File: src/rtl/gpu_fetch_pkg.sv
// Fetch state encoding, HALT opcode and the {pc,instr} entry type.
// Also imported by control_unit so both sides decode HALT the same way.
package gpu_fetch_pkg;

    typedef enum logic [1:0] {
        IDLE   = 2'd0,
        RUN    = 2'd1,
        DRAIN  = 2'd2,
        HALTED = 2'd3
    } fetch_state_t;

    localparam logic [3:0] OPC_HALT = 4'hF;
    localparam int OPC_MSB = 31;
    localparam int OPC_LSB = 28;

    typedef struct packed {
        logic [31:0] pc;
        logic [31:0] instr;
    } fetch_entry_t;

    function automatic logic [3:0] opcode_of(input logic [31:0] instr);
        return instr[OPC_MSB:OPC_LSB];
    endfunction

endpackage

File: src/rtl/fetch_fifo.sv
// Prefetch FIFO of {pc,instr} entries; count feeds the fetch credit check.
// Push and pop together on a full FIFO are legal and keep the count.
module fetch_fifo
    import gpu_fetch_pkg::*;
#(
    parameter int DEPTH = 4
) (
    input  logic                       clk,
    input  logic                       rst,
    input  logic                       clear,
    input  logic                       push,
    input  fetch_entry_t               wdata,
    input  logic                       pop,
    output fetch_entry_t               rdata,
    output logic [$clog2(DEPTH+1)-1:0] count
);

    localparam int AW = $clog2(DEPTH);
    localparam int CW = $clog2(DEPTH + 1);

    fetch_entry_t   mem [DEPTH];
    logic [AW-1:0]  wr_ptr;
    logic [AW-1:0]  rd_ptr;
    logic           do_push;
    logic           do_pop;

    assign do_pop  = pop && (count != '0);
    assign do_push = push && ((count != CW'(DEPTH)) || do_pop);
    assign rdata   = mem[rd_ptr];

    always_ff @(posedge clk or posedge rst) begin
        if (rst) begin
            wr_ptr <= '0;
            rd_ptr <= '0;
            count  <= '0;
        end else if (clear) begin
            wr_ptr <= '0;
            rd_ptr <= '0;
            count  <= '0;
        end else begin
            if (do_push) wr_ptr <= wr_ptr + AW'(1);
            if (do_pop)  rd_ptr <= rd_ptr + AW'(1);
            count <= count + CW'(do_push) - CW'(do_pop);
        end
    end

    always_ff @(posedge clk) begin
        if (do_push && !clear) mem[wr_ptr] <= wdata;
    end

endmodule

File: src/rtl/gpu_fetch_unit.sv
// Instruction fetch front end: PC, imem reads, prefetch FIFO, HALT drain.
// Define FETCH_PERF_CNT_EN to add perf_fetched/perf_bubble counters.
module gpu_fetch_unit
    import gpu_fetch_pkg::*;
#(
    parameter int         ADDR_W  = 8,
    parameter int         DEPTH   = 4,
    parameter logic [3:0] HALT_OP = OPC_HALT
) (
    input  logic              clk,
    input  logic              rst,
    input  logic              start,
    input  logic [31:0]       start_pc,
    input  logic              flush,
    output logic              imem_en,
    output logic [ADDR_W-1:0] imem_addr,
    input  logic [31:0]       imem_rdata,
    output logic              inst_valid,
    input  logic              inst_ready,
    output logic [31:0]       inst_data,
    output logic [31:0]       inst_pc,
`ifdef FETCH_PERF_CNT_EN
    output logic [31:0]       perf_fetched,
    output logic [31:0]       perf_bubble,
`endif
    output logic              busy,
    output logic              halted
);

    localparam int PC_W = ADDR_W + 2;
    localparam int CW   = $clog2(DEPTH + 1);

    fetch_state_t    state;
    fetch_state_t    state_nx;
    logic [PC_W-1:0] pc;
    logic [PC_W-1:0] inflight_pc;
    logic            inflight;
    logic [CW-1:0]   count;
    logic            issue;
    logic            push;
    logic            pop;
    logic            halt_hit;
    logic            start_ok;
    logic            unused_start;
    fetch_entry_t    entry;
    fetch_entry_t    head;

    assign unused_start = ^{start_pc >> PC_W, start_pc[1:0]};

    assign inst_valid = (count != '0);
    assign pop        = inst_valid && inst_ready;
    assign issue      = (state == RUN) && !flush &&
                        ((int'(count) + int'(inflight)) < DEPTH);
    assign push       = inflight && (state == RUN) && !flush;
    assign halt_hit   = push && (opcode_of(imem_rdata) == HALT_OP);
    assign start_ok   = start && !flush &&
                        ((state == IDLE) || (state == HALTED));

    assign entry = '{pc: 32'(inflight_pc), instr: imem_rdata};

    assign imem_en   = issue;
    assign imem_addr = pc[PC_W-1:2];
    assign inst_data = inst_valid ? head.instr : '0;
    assign inst_pc   = inst_valid ? head.pc : '0;
    assign busy      = (state == RUN) || (state == DRAIN);
    assign halted    = (state == HALTED);

    fetch_fifo #(.DEPTH(DEPTH)) u_fifo (
        .clk   (clk),
        .rst   (rst),
        .clear (flush),
        .push  (push),
        .wdata (entry),
        .pop   (pop),
        .rdata (head),
        .count (count)
    );

    always_comb begin
        state_nx = state;
        unique case (state)
            IDLE:    if (start)      state_nx = RUN;
            RUN:     if (halt_hit)   state_nx = DRAIN;
            DRAIN:   if (!inst_valid) state_nx = HALTED;
            HALTED:  if (start)      state_nx = RUN;
            default:                 state_nx = IDLE;
        endcase
        if (flush) state_nx = IDLE;
    end

    // The read issued alongside a returning HALT is still dropped in
    // DRAIN, but pc must not move past HALT+4.
    always_ff @(posedge clk or posedge rst) begin
        if (rst) begin
            state       <= IDLE;
            pc          <= '0;
            inflight    <= 1'b0;
            inflight_pc <= '0;
        end else begin
            state    <= state_nx;
            inflight <= issue;
            if (issue) inflight_pc <= pc;
            if (start_ok)
                pc <= {start_pc[PC_W-1:2], 2'b00};
            else if (issue && !halt_hit)
                pc <= pc + PC_W'(4);
        end
    end

`ifdef FETCH_PERF_CNT_EN
    always_ff @(posedge clk or posedge rst) begin
        if (rst) begin
            perf_fetched <= '0;
            perf_bubble  <= '0;
        end else if (start_ok) begin
            perf_fetched <= '0;
            perf_bubble  <= '0;
        end else begin
            if (pop && (perf_fetched != '1))
                perf_fetched <= perf_fetched + 32'd1;
            if (busy && inst_ready && !inst_valid && (perf_bubble != '1))
                perf_bubble <= perf_bubble + 32'd1;
        end
    end
`endif

endmodule

File: config.mk
export PLATFORM = sky130hd
export DESIGN_NAME = gpu_fetch_unit
export DESIGN_NICKNAME = d
export VERILOG_FILES = /design/src/rtl/gpu_fetch_pkg.sv /design/src/rtl/fetch_fifo.sv /design/src/rtl/gpu_fetch_unit.sv
export SDC_FILE = /design/constraint.sdc
export NUM_CORES = 1
export LEC_CHECK = 0
export BUFFER_PORTS_ARGS = -buffer_cell sky130_fd_sc_hd__buf_4
export CORE_UTILIZATION = 40
export DETAILED_ROUTE_END_ITERATION = 10
export PLACE_DENSITY_LB_ADDON = 0.1
export RECOVER_POWER = 100
export SYNTH_ARGS = -nofsm -noshare
export SYNTH_HDL_FRONTEND = slang
export SYNTH_SLANG_ARGS = --single-unit
File: constraint.sdc
create_clock -name clk -period 2.4 [get_ports clk]
set_input_delay 0.48 -clock clk [delete_from_list [all_inputs] [get_ports clk]]
set_output_delay 0.48 -clock clk [all_outputs]
set_load 0.005 [all_outputs]
==> results_dict.tcl <==
set metrics [dict create \
    hold_viol 0 \
    end_kind "output port" \
    fill_cells 1627 \
    core_region_area_mm2 0.0188 \
    synthesis.area_mm2 0.00771 \
    yosys_register_bits 186 \
    max-cap-violations 0 \
    grt_pass1_vias 4127 \
    worstPathRequired_ns 1.92 \
    die_y_um 141 \
    layout-drive-gt1-share_pct 33.8 \
    ant_nets 0 \
    fin_crit_ns 2.41 \
    ioPinCount 145 \
    vias 3951 \
    critical_path_buf_inv_count 2 \
    nets 640 \
    hold_depth 3 \
    viasPerCell 4.75 \
    criticalPathCategory "reg -> out" \
    slowest_delay_ns 0.52 \
    routed_wl_mm 14.5 \
    dr.pass1.iters 4 \
    grt_pass1_wl_mm 22.7 \
    cts_buffers 17 \
    ys_warn_count 0 \
    slew_viol_final 0 \
    track_usage_pct 15.6 \
    synth-compound-area-share_pct 1.62 \
    synthFlopType "edfxtp_1" \
    avgRoutedWirePerCell_um 17.4 \
    fin_ws_ns -0.0146 \
    synth_area_leaders "edfxtp_1, mux4_2, dfrtp_1" \
    min_path_type "in -> reg" \
    root_buffer "clkbuf_16" \
    cts_tree "done" \
    max-slew-margin-rel_pct 29.0 \
    rsz0062_at_grt "true" \
    place_hpwl_mm 8.74 \
    skew_ns 0.0118 \
    crit_chain "buf_12 > mux4_2 > and2_4 > buf_6" \
    synthAdderAreaFrac_pct 2.21 \
    htree_levels 4 \
    globalRoute.totalOverflow 0 \
    synth-xor-area-share_pct 1.25 \
    cp.arrival_ns 1.93 \
    num_antenna_cells 0 \
    yosys.area.top_type "edfxtp_1" \
    start_kind "flop" \
    synth_top_area_share_pct 62.3 \
    cp_max_fo 13 \
    grt_max_degree 43 \
    max_slew.worst_pin.slew_ns 1.06 \
    synth_edf_count 160 \
    holdPathEnd "pc[7]" \
    gp_congestion 0.742 \
    violations "negative setup slack" \
    cts_buffer_depth 2 \
    grt_antenna_before_repair 0 \
    rows 50 \
    synth_top_family_by_area "multiplexers" \
    clock_latency_ns 0.42 \
    drt_iter0_drc 134 \
    peakVddDrop_mv 0.538 \
    clkSlewWorstSetupHoldPaths_ns 0.07 \
    clkSinkCount 186 \
    rr_worst_depth 8 \
    syn_inst 436 \
    ys_async_sr_fraction_pct 14.0 \
    placement.io_buffers 96 \
    yosys.area_share.simple_pct 7.77 \
    placed_cells 790 \
    leakagePower_nw 3.40 \
    status "finished with violations" \
    syn_avg_cell_area_um2 17.7 \
    clock.fmax_mhz 414 \
    place_ws_ns 0.178 \
    path_delay_family "flip-flops" \
    min-delay-start "start_pc[7]" \
    layout_worst_path_cycle_share_pct 101 \
    area_delta_synth_final_pct 23.0 \
    drc_errors 0 \
    timing.rr.end "u_fifo.count[2]" \
    die_area_mm2 0.0198 \
    synth.area.mux_share_pct 12.1 \
    initial_core_util_pct 41.0 \
    p_per_area_mw_per_mm2 1070 \
    r2r_setup_slack_ns 0.11 \
    fin_cells 831 \
    ys_seq_area_share_pct 70.7 \
    final-setup-viol-count 11 \
    cp_slowest_cell "dfrtp_4" \
    synth.distinct_cells 39 \
    worstReg2RegStart "u_fifo.count[0]" \
    dieWidth_um 141 \
]
report_power, final:
part,internal [W],total (W),switching (W)
logic,0.00198,0.00334,0.00136
clock network,0.00155,0.00272,0.00117
registers,0.00380,0.00406,0.000257
worst max-delay path by stage:
| stage | startpoint | endpoint | slack, ns | depth (start not counted) |
|---|---|---|---|---|
| 5_1_grt | u_fifo.rd_ptr[0] | inst_data[26] | -0.1 | 4 |
| 6_report | u_fifo.rd_ptr[0] | inst_pc[7] | -0.01 | 4 |
| 3_5_place_dp | u_fifo.count[0] | u_fifo.count[2] | 0.18 | 8 |
| 4_1_cts | u_fifo.rd_ptr[0] | inst_data[27] | -0.05 | 4 |
| 3_3_place_gp | u_fifo.count[0] | u_fifo.count[2] | 0.21 | 8 |
| 2_1_floorplan | u_fifo.count[1] | u_fifo.count[2] | 0.14 | 9 |
cell usage after synthesis (2+ instances only):
| library cell | count |
|---|---|
| edfxtp_1 | 160 |
| and2_1 | 45 |
| mux4_2 | 40 |
| nand2_1 | 27 |
| buf_4 | 26 |
| dfrtp_1 | 26 |
| nor2_1 | 16 |
| inv_1 | 13 |
| ha_1 | 12 |
| a21oi_1 | 9 |
| buf_2 | 7 |
| xor2_1 | 7 |
| clkbuf_1 | 5 |
| nand3_1 | 5 |
| xnor2_1 | 4 |
| and3_1 | 3 |
| mux2i_1 | 3 |
| nand4_1 | 3 |
| buf_1 | 2 |
| buf_6 | 2 |
| nor2b_1 | 2 |
| o21ai_0 | 2 |
per-stage QoR:
stage                     area [um2]  hold WS [ns]  utilization [%]  setup TNS (ns)  power [W]
after floorplan                 7800         0.476                -               0    0.00572
after global placement          8820         0.449             46.8               0    0.00696
after detailed placement        8820         0.460             46.8               0    0.00698
after CTS                       9570         0.235             50.8           -1.18     0.0101
after global routing            9490         0.300             50.4           -2.93     0.0107
final                           9490         0.301             50.4         -0.0769     0.0101
kinds of logic (layout without fill, tap and decap cells):
kind of cell               Yosys count  in the layout
DFF                                186            186
adders and majority gates           13             13
buffers and inverters               56            168
other                                1             24
AOI/OAI and AO/OA                   17             17
and+or+nand+nor                    109            109
xor gates and xnor gates            11             11
muxes                               43             43
area by class of cell:
type / count / area [um2] / area share (%)
clock buffer: 19 / 433 / 4.56
clock inverter: 13 / 144 / 1.52
inverter: 14 / 52.6 / 0.554
multi-input combinational: 217 / 2080 / 21.9
sequential: 186 / 5460 / 57.6
tap: 260 / 325 / 3.43
timing repair buffer: 122 / 992 / 10.5
cell usage in the layout, fill, tap and decap left out, types with 3 or more instances in the layout:
master	instances
conb_1	24
edfxtp_1	160
and2_1	9
nand3_1	5
xnor2_1	4
clkbuf_16	18
nor2_1	16
xor2_1	7
inv_6	3
buf_4	28
buf_6	36
nand4_1	3
clkinvlp_4	3
mux4_2	40
mux2i_1	3
ha_1	12
dfrtp_1	24
and2_4	31
clkbuf_4	13
nand2_1	27
a21oi_1	9
and2_0	4
clkbuf_1	39
and3_1	3
inv_1	13
per-layer routing:
metal / wire, um / up-vias / track usage, % / part of all wire, %
met4: 107 / 0 / 4.63 / 0.74
met3: 609 / 7 / 4.45 / 4.2
met1: 6520 / 2018 / 20.4 / 45
met2: 7250 / 95 / 25.4 / 50
met5: 0 / - / 0 / 0
li1: - / 1831 / - / -
repair_timing:
item	4_1_cts	5_1_grt
gates resized for setup	42	24
pin swaps	0	1
setup buffers	1	5
hold endpoints to repair	2	0
setup endpoints to repair	41	41
gates cloned	1	1
hold buffers	1	0
registers in the layout, summed over array words and instances (netlist names):
| name | flops |
|---|---|
| inflight | 1 |
| u_fifo.rd_ptr | 2 |
| inflight_pc | 8 |
| u_fifo.mem | 160 |
| state | 2 |
| pc | 8 |
| u_fifo.wr_ptr | 2 |
| u_fifo.count | 3 |
tightest hold or removal path: cells and delay by family:
kind / cells / cell delay (ns)
AO/OA/AOI/OAI: 1 / 0.10
buffers and inverters: 1 / 0.08
AND/OR/NAND/NOR: 1 / 0.03
Note: power is estimated with default switching activity, not from simulation.
